$ cat config.mk
export PLATFORM = sky130hd
export DESIGN_NAME = matmul_seq_ctrl
export DESIGN_NICKNAME = d
export VERILOG_FILES = /design/src/rtl/matmul_pkg.sv /design/src/rtl/matmul_timeout_ctr.sv /design/src/rtl/matmul_seq_ctrl.sv
export SDC_FILE = /design/constraint.sdc
export NUM_CORES = 1
export LEC_CHECK = 0
export CORE_UTILIZATION = 35
export DETAILED_ROUTE_END_ITERATION = 16
export GPL_ROUTABILITY_DRIVEN = 0
export SLEW_MARGIN = 20
export SYNTH_ARGS = -nofsm -noshare
export SYNTH_HDL_FRONTEND = slang
export SYNTH_SLANG_ARGS = --single-unit
export TNS_END_PERCENT = 20
$ cat constraint.sdc
create_clock -name clk -period 2.6 [get_ports clk]
set_input_delay 0.52 -clock clk [delete_from_list [all_inputs] [get_ports clk]]
set_output_delay 0.52 -clock clk [all_outputs]
set_load 0.005 [all_outputs]
$ cat src/rtl/matmul_pkg.sv
// ----------------------------------------------------------------------------
// matmul_pkg
//  Shared types and constants for the 3x3 8-bit matrix-multiply sequencer.
//  Contents:
//    state_e    sequencer states LOAD_A .. UNLOAD
//    NumElem    elements per matrix (3x3, row-major)
//    DataW      operand element width
//    ResW       result element width
//    IdxW       element index width
//    opnd_elem  extract element k from a packed 72-bit operand bus
//    res_elem   extract element k from a packed 144-bit product bus
// ----------------------------------------------------------------------------
package matmul_pkg;

    typedef enum logic [2:0] {
        StLoadA,
        StLoadB,
        StCompute,
        StCapture,
        StUnload
    } state_e;

    localparam int unsigned NumElem = 9;
    localparam int unsigned DataW   = 8;
    localparam int unsigned ResW    = 16;
    localparam int unsigned IdxW    = $clog2(NumElem);
    localparam int unsigned OpndW   = NumElem * DataW;
    localparam int unsigned ProdW   = NumElem * ResW;

    // Element k lives at [DataW*k + DataW-1 : DataW*k].
    function automatic logic [DataW-1:0] opnd_elem(input logic [OpndW-1:0] bus,
                                                   input int unsigned      k);
        return bus[k*DataW +: DataW];
    endfunction

    // Element k lives at [ResW*k + ResW-1 : ResW*k].
    function automatic logic [ResW-1:0] res_elem(input logic [ProdW-1:0] bus,
                                                 input int unsigned      k);
        return bus[k*ResW +: ResW];
    endfunction

endpackage

$ cat src/rtl/matmul_timeout_ctr.sv
// ----------------------------------------------------------------------------
// matmul_timeout_ctr
//  Idle-gap counter for the operand load phase. Only instantiated when the
//  MATMUL_TIMEOUT_EN macro is defined.
//  Ports:
//    clk       in   clock, rising edge
//    rst_n     in   asynchronous active-low reset
//    clr_i     in   synchronous clear (beat seen or counter not armed)
//    en_i      in   count one idle cycle
//    expire_o  out  high in the idle cycle where the count reaches TimeoutCyc-1
// ----------------------------------------------------------------------------
module matmul_timeout_ctr #(
    parameter int unsigned TimeoutCyc = 1024
) (
    input  logic clk,
    input  logic rst_n,
    input  logic clr_i,
    input  logic en_i,
    output logic expire_o
);

    localparam int unsigned     CntW   = $clog2(TimeoutCyc);
    localparam logic [CntW-1:0] CntMax = CntW'(TimeoutCyc - 1);

    logic [CntW-1:0] cnt_q, cnt_d;

    always_comb begin
        cnt_d = cnt_q;
        if (clr_i) begin
            cnt_d = '0;
        end else if (en_i) begin
            cnt_d = cnt_q + 1'b1;
        end
    end

    always_ff @(posedge clk or negedge rst_n) begin
        if (!rst_n) begin
            cnt_q <= '0;
        end else begin
            cnt_q <= cnt_d;
        end
    end

    assign expire_o = en_i && (cnt_q == CntMax);

endmodule

$ cat src/rtl/matmul_seq_ctrl.sv
// ----------------------------------------------------------------------------
// matmul_seq_ctrl
//  Sequencer for the 3x3 8-bit matrix multiplier. Collects A then B as a
//  row-major byte stream, drives the multiplier operand buses, pulses its
//  enable once, captures the 144-bit product and streams nine 16-bit results.
//  Optional feature: define MATMUL_TIMEOUT_EN to abort a stalled load after
//  TIMEOUT_CYC idle cycles (timeout_err pulses); otherwise loads wait forever.
//  Ports:
//    clk, rst_n              clock / asynchronous active-low reset
//    in_data/valid/ready     operand byte stream, A[0][0]..A[2][2] then B
//    out_data/valid/ready    result stream R[0][0]..R[2][2]
//    out_last                marks R[2][2]
//    busy                    first A beat accepted until last result accepted
//    mul_en                  one-cycle multiplier enable
//    mul_a, mul_b            packed operands, element k at [8k+7:8k]
//    mul_result              packed product, element k at [16k+15:16k]
//    timeout_err             one-cycle pulse on load abort
// ----------------------------------------------------------------------------
module matmul_seq_ctrl
    import matmul_pkg::*;
#(
    parameter int unsigned DATA_W      = DataW,
    parameter int unsigned RES_W       = ResW,
    parameter int unsigned NUM_ELEM    = NumElem,
    parameter int unsigned TIMEOUT_CYC = 1024
) (
    input  logic                         clk,
    input  logic                         rst_n,
    input  logic [DATA_W-1:0]            in_data,
    input  logic                         in_valid,
    output logic                         in_ready,
    output logic [RES_W-1:0]             out_data,
    output logic                         out_valid,
    input  logic                         out_ready,
    output logic                         out_last,
    output logic                         busy,
    output logic                         mul_en,
    output logic [NUM_ELEM*DATA_W-1:0]   mul_a,
    output logic [NUM_ELEM*DATA_W-1:0]   mul_b,
    input  logic [NUM_ELEM*RES_W-1:0]    mul_result,
    output logic                         timeout_err
);

    localparam int unsigned     IW      = $clog2(NUM_ELEM);
    localparam logic [IW-1:0]   LastIdx = IW'(NUM_ELEM - 1);

    state_e                        state_q, state_d;
    logic [IW-1:0]                 idx_q, idx_d;
    logic [NUM_ELEM*DATA_W-1:0]    a_q, a_d;
    logic [NUM_ELEM*DATA_W-1:0]    b_q, b_d;
    logic [NUM_ELEM*RES_W-1:0]     res_q, res_d;

    logic in_beat;
    logic out_beat;
    logic tmo_expire;

    assign in_beat  = in_valid && in_ready;
    assign out_beat = out_valid && out_ready;

`ifdef MATMUL_TIMEOUT_EN
    logic tmo_armed;
    logic tmo_clr;
    logic tmo_en;
    logic timeout_err_q, timeout_err_d;

    // Armed only once a load has started: LOAD_A past the first beat, or LOAD_B.
    assign tmo_armed = ((state_q == StLoadA) && (idx_q != '0)) || (state_q == StLoadB);
    assign tmo_clr   = !tmo_armed || in_beat;
    assign tmo_en    = tmo_armed && !in_beat;

    matmul_timeout_ctr #(
        .TimeoutCyc (TIMEOUT_CYC)
    ) u_timeout_ctr (
        .clk      (clk),
        .rst_n    (rst_n),
        .clr_i    (tmo_clr),
        .en_i     (tmo_en),
        .expire_o (tmo_expire)
    );

    assign timeout_err_d = tmo_expire;

    always_ff @(posedge clk or negedge rst_n) begin
        if (!rst_n) begin
            timeout_err_q <= 1'b0;
        end else begin
            timeout_err_q <= timeout_err_d;
        end
    end

    assign timeout_err = timeout_err_q;
`else
    logic unused_timeout_cyc;

    assign unused_timeout_cyc = ^TIMEOUT_CYC;
    assign tmo_expire         = 1'b0;
    assign timeout_err        = 1'b0;
`endif

    // State register.
    always_ff @(posedge clk or negedge rst_n) begin
        if (!rst_n) begin
            state_q <= StLoadA;
            idx_q   <= '0;
            a_q     <= '0;
            b_q     <= '0;
            res_q   <= '0;
        end else begin
            state_q <= state_d;
            idx_q   <= idx_d;
            a_q     <= a_d;
            b_q     <= b_d;
            res_q   <= res_d;
        end
    end

    // Next-state logic.
    always_comb begin
        state_d = state_q;
        idx_d   = idx_q;
        a_d     = a_q;
        b_d     = b_q;
        res_d   = res_q;

        unique case (state_q)
            StLoadA: begin
                if (in_beat) begin
                    a_d[idx_q*DATA_W +: DATA_W] = in_data;
                    if (idx_q == LastIdx) begin
                        idx_d   = '0;
                        state_d = StLoadB;
                    end else begin
                        idx_d = idx_q + 1'b1;
                    end
                end
            end
            StLoadB: begin
                if (in_beat) begin
                    b_d[idx_q*DATA_W +: DATA_W] = in_data;
                    if (idx_q == LastIdx) begin
                        idx_d   = '0;
                        state_d = StCompute;
                    end else begin
                        idx_d = idx_q + 1'b1;
                    end
                end
            end
            StCompute: begin
                state_d = StCapture;
            end
            StCapture: begin
                // The multiplier registered its product on the mul_en edge.
                res_d   = mul_result;
                state_d = StUnload;
            end
            StUnload: begin
                if (out_beat) begin
                    if (idx_q == LastIdx) begin
                        idx_d   = '0;
                        state_d = StLoadA;
                    end else begin
                        idx_d = idx_q + 1'b1;
                    end
                end
            end
            default: begin
                state_d = StLoadA;
                idx_d   = '0;
            end
        endcase

        // Expiry only fires in a cycle without a beat, so it never races a write.
        if (tmo_expire) begin
            state_d = StLoadA;
            idx_d   = '0;
        end
    end

    // Outputs.
    always_comb begin
        in_ready  = (state_q == StLoadA) || (state_q == StLoadB);
        mul_en    = (state_q == StCompute);
        out_valid = (state_q == StUnload);
        out_data  = '0;
        out_last  = 1'b0;
        if (state_q == StUnload) begin
            out_data = res_q[idx_q*RES_W +: RES_W];
            out_last = (idx_q == LastIdx);
        end
        // Idle exactly when waiting for the first A element.
        busy = !((state_q == StLoadA) && (idx_q == '0));
    end

    assign mul_a = a_q;
    assign mul_b = b_q;

endmodule

* Yosys cells after proc, flatten, opt, wreduce, memory -nomap -nowiden
Cells that the tools add are included.
Word-level totals: memory bits (read-only) 0, memories kept 0, memory bits (writable) 0, register bits after elaboration 295, logic and storage cells 51, latch bits 0
Operators by class: $lt $le $gt $ge 0, bitwise operators 1, $add $sub $neg 2, shifts and indexed selects 3, div/mod/pow operators 0, reduce and logical (&&, ||, !) cells 13, eq/ne operators 12, mux-type cells 15, $mul 0
Operators by type and width (number):
- $bwmux W72 | 2
- $shiftx A144 B9 Y16 | 1
- $shift A8 B34 Y72 const A | 1
- $shiftx A8 B34 Y72 | 1
- $neg A7 Y34 | 1
- $mux W3 | 6
- $mux W16 | 1
- $pmux W3 S5 | 1
- $mux W4 | 3
- $pmux W4 S3 | 1
- $ne A2 B2 Y1 const B | 4
- $eq A3 B2 Y1 const B | 2
- $ne A2 B1 Y1 const B | 3
- $reduce_and A6 Y1 | 1
- $add A4 B1 Y4 const B | 1
- $eq A4 B4 Y1 const B | 1
- $logic_not A4 Y1 | 1
- $reduce_and A2 Y1 | 2
- $reduce_or A2 Y1 | 2
- $eq A3 B1 Y1 const B | 1
- $eq A3 B3 Y1 const B | 1
- $logic_and A1 B1 Y1 | 3
- $logic_not A3 Y1 | 1
- $reduce_and A3 Y1 | 1
- other kinds (4) | 4

* Longest topological paths before layout
word-level depth 5, depth in mapped cells 11

* Worst setup path after synthesis
OpenSTA, ideal clock, no wires.
kind flip-flop to flip-flop, from register idx_q[0], to register b_q[33], in the netlist mul_b[33], arrival time 2777 ps, path buffers 5, period minus slack after synthesis 2902 ps, setup slack -302 ps, cell stages (with the launch flop) 12, cell sequence dfrtp_1 buf_2 buf_2 buf_2 nor3_1 ha_1 nand2b_1 clkbuf_1 nor3_1 nor2b_1 clkbuf_1 mux2_2
Between the ends: longest elaborated chain between the ends 3, elaborated cells between the ends (all ways) 4
Ends and longest elaborated chain:
- start, declared | line matmul_seq_ctrl.sv:48 | logic [IW-1:0] idx_q, idx_d;
- start signal, assigned | line matmul_seq_ctrl.sv:110 | idx_q <= idx_d;
- $neg A7 Y34 * | line matmul_seq_ctrl.sv:139 | b_d[idx_q*DATA_W +: DATA_W] = in_data;
- $shiftx A8 B34 Y72 / $shift A8 B34 Y72 (equally long branches) | line matmul_seq_ctrl.sv:139
- $bwmux W72 * | line matmul_seq_ctrl.sv:139
- end signal, assigned | line matmul_seq_ctrl.sv:106 | b_q <= '0;
- end signal, assigned | line matmul_seq_ctrl.sv:112 | b_q <= b_d;
- end, declared | line matmul_seq_ctrl.sv:50 | logic [NUM_ELEM*DATA_W-1:0] b_q, b_d;
Every way passes the cells marked *; elsewhere a longest branch is shown, timed or not. A chain may end at the register's enable or synchronous reset.

* Worst setup path in the final report
from register idx_q[0], to output out_data[4]
Between the ends: longest elaborated chain between the ends 2
Ends and longest elaborated chain:
- $shiftx A144 B9 Y16 | line matmul_seq_ctrl.sv:187 | out_data = res_q[idx_q*RES_W +: RES_W];
- $mux W16 | line matmul_seq_ctrl.sv:186 | if (state_q == StUnload) begin
- end, declared | line matmul_seq_ctrl.sv:32 | output logic [RES_W-1:0] out_data,
No other way between the ends.

==> results.toml <==
[global_routing]
grt_use_total = 0.2044
grt_overflow = 0
grt_pass1_vias = 8735
grt_max_degree = 146
antenna_found_initial = 3
grt_pass1_wl_um = 55750

[yosys]
synth_top_area_cell = "dfrtp_1"
syn_nets = 994
syn_avg_cell_area_um2 = 14.91
yosysSeqAreaShare = 0.5931
synth_area_leaders = "dfrtp_1 59%, mux2_2 26%, mux4_2 2.9%"
synth_common_cells = "295 x dfrtp_1, 287 x mux2_2, 35 x clkbuf_1"
syn_inst = 835
ys.flop_type = "dfrtp_1"
synth.top_cell.area_share = 0.5931
yosysMostFrequentCell = "dfrtp_1"
synth_cell_types = 42
synth_enable_flop_cells = 0
ys_ff_latch = 295
ys_async_sr_fraction = 1.000
ys.warnings.count = 0
syn_area_um2 = 12450

[floorplan]
core_um2 = 34800
die_y_um = 190.6
start_util = 0.3577
dieArea_um2 = 36320
die_w_um = 190.6
rows = 68
ioPinCount = 322

[min_path]
hp-start = "mul_a[51]$_DFFE_PN0P_"
hold_depth = 1
min_to = "mul_a[51]$_DFFE_PN0P_"
hp-class = "register to register"

[detailed_routing]
drc = 0
avgRoutedWirePerCell_um = 21.61
avgViaCountPerCell = 4.931
routed_wl_um = 36540
ant_nets = 0
drtIter0Drc = 300
first_pass_iters = 6
dr_total_vias = 8338

[clock_network]
clkTransAtPathRegs_ns = 0.06
cts_made_buffers = 35
clkSinkCount = 295
cts_root_buffer = "clkbuf_16"
htreeDepth = 2
cts_buffer_depth = 3
cts_tree = "yes"
clk_latency_ns = 0.51

[sta]
fin_crit_ns = 2.833
fmax_mhz = 353.0
hold_viol = 0
clock_skew_ns = 0.01223
tightest_slew_ns = 0.8309
post-route-period-util = 1.090
setup_ws_ns = -0.2330
slew_headroom = 0.4461
final-setup-viol-count = 16
setup_tns_ns = -2.025
rsz0062_at_grt = "true"
final-max-slew-violation-count = 0

[worst_setup_path]
critical_path_class = "register to output port"
worst-r2r-setup-slack_ns = 0.22
r2r-end = "mul_a[67]$_DFFE_PN0P_"
startpoint_type = "register"
endpoint_kind = "output port"
cp_max_fo = 14
worstSetupStartpoint = "idx_q[0]$_DFFE_PN0P_"
r2r_cells = 7
regToRegStartpoint = "idx_q[0]$_DFFE_PN0P_"
required_ns = 2.08
critPathArrivalTime_ns = 2.31

[layout]
nets = 1369
fillers = 2982
design_area_um2 = 18130
final_core_util = 0.5211
syn2layout_area_growth_pct = 45.69
layout-drive-gt1-share = 0.4047

[place]
pre_cts_slack_ns = -0.1534
place_area_um2 = 16620
place_hpwl_um = 25550
io_buffers = 320

[pwr]
p_leak_nw = 7.802
p_seq_frac = 0.366
p_sw_mw = 6.464
p_int_mw = 14.64
clkPwrFrac = 0.230
ir_worst_vdd_mv = 0.6481
power_frac_comb = 0.405
sw_frac_of_total = 0.3063
cellPowerDensity_nw_per_um2 = 1164

[status]
violations = "negative setup slack"
outcome = "finished, violations left"

[flow_run]
drv_cap = 0
==> power groups by stage <==
| stage | clock, mW | sequential [mW] | combinational [mW] |
|---|---|---|---|
| 2_1_floorplan | 0 | 7.51 | 3.96 |
| 3_3_place_gp | 0 | 7.65 | 7.69 |
| 3_5_place_dp | 0 | 7.70 | 7.75 |
| 4_1_cts | 5.00 | 7.70 | 8.50 |
| 5_1_grt | 5.20 | 7.98 | 9.16 |
| 6_report | 4.84 | 7.72 | 8.54 |
==> how the worst max path moves through the flow <==
stage | to
finish | out_data[4]
global placement | out_data[10]
global route | out_data[3]
CTS | out_data[4]
detailed placement | mul_a[46]$_DFFE_PN0P_
floorplan | mul_b[65]$_DFFE_PN0P_
==> flip-flops by register name, summed over array words and instances (netlist names) <==
register and flops:
idx_q 4, mul_b 72, mul_a 72, state_q 3, res_q 144
==> per-layer routing <==
layer  share of wire  vias to the layer above  track usage
met5               0                        -            0
met4           0.018                        0      0.05662
met3           0.053                       40      0.04233
met2            0.46                      195       0.3164
met1            0.46                     4306       0.2894
li1                -                     3797            -
==> timing repair <==
action                     in CTS  in global routing
cloned                          4                  0
setup endpoints to repair      18                 50
setup buffers                   8                  3
hold endpoints to repair       49                  0
gates resized for setup       127                 30
hold buffers                    1                  0
pin swaps                      28                 14
==> worst max-delay path, cell delays in order, from the launching register on <==
cell	delay, ns
dfrtp_4	0.52
buf_6	0.14
buf_16	0.15
mux2i_1	0.19
a221oi_2	0.36
o21ai_2	0.09
a21oi_1	0.19
buf_2	0.15
==> placed cells by master, fill, tap and decap left out, types with 3 or more instances in the layout <==
master	Yosys	routed
clkbuf_1	35	5
mux2i_1	32	19
clkinv_2	0	5
a221oi_2	0	15
nand2b_1	4	3
a21oi_1	20	16
xor2_1	3	3
mux2i_4	0	3
nor2_2	4	4
diode_2	0	3
buf_12	0	12
mux2_2	287	287
clkdlybuf4s50_1	0	301
mux2i_2	0	10
nor2_1	11	11
nor3_1	6	5
o21ai_0	20	5
nand2_1	29	27
buf_6	0	10
buf_16	0	3
buf_2	12	17
mux4_2	16	16
nand3b_1	4	4
o21ai_1	0	11
inv_1	4	3
clkbuf_8	0	9
dfrtp_1	295	294
buf_4	1	41
nor3b_1	5	4
inv_6	0	3
a21oi_2	0	4
clkbuf_16	0	35
o21ai_2	0	4
==> area by class of cell <==
| class | instances | area, µm² | area share |
|---|---|---|---|
| Antenna cell | 3 | 7.507 | 0.0004140 |
| Tap cell | 455 | 569.3 | 0.03140 |
| Multi-Input combinational cell | 486 | 5114 | 0.2820 |
| Sequential cell | 295 | 7386 | 0.4073 |
| Clock inverter | 11 | 118.9 | 0.006555 |
| Timing Repair Buffer | 388 | 3904 | 0.2153 |
| Clock buffer | 49 | 1018 | 0.05617 |
| Inverter | 4 | 15.01 | 0.0008280 |
==> kinds of logic (layout without fill, tap and decap cells) <==
| kind of cell | count (synthesis) | count (layout) | synth area share |
|---|---|---|---|
| mux | 337 | 337 | 0.3162 |
| buf+inv | 54 | 452 | 0.01779 |
| fa+ha+maj | 3 | 3 | 0.003016 |
| compound gates | 64 | 64 | 0.03267 |
| simple gates | 78 | 78 | 0.03478 |
| other cells | 1 | 4 | 0.0003013 |
| flops | 295 | 295 | 0.5931 |
| xor+xnor | 3 | 3 | 0.002112 |
==> stage by stage <==
step,cells,total power [mW],hold WS [ns]
after global placement,1617,15.34,0.4759
after CTS,1688,21.20,0.4981
final,1691,21.10,0.5005
after floorplan,835,11.47,0.2244
after detailed placement,1617,15.45,0.4848
after global routing,1691,22.34,0.5123
Note: power is estimated with default switching activity, not from simulation.
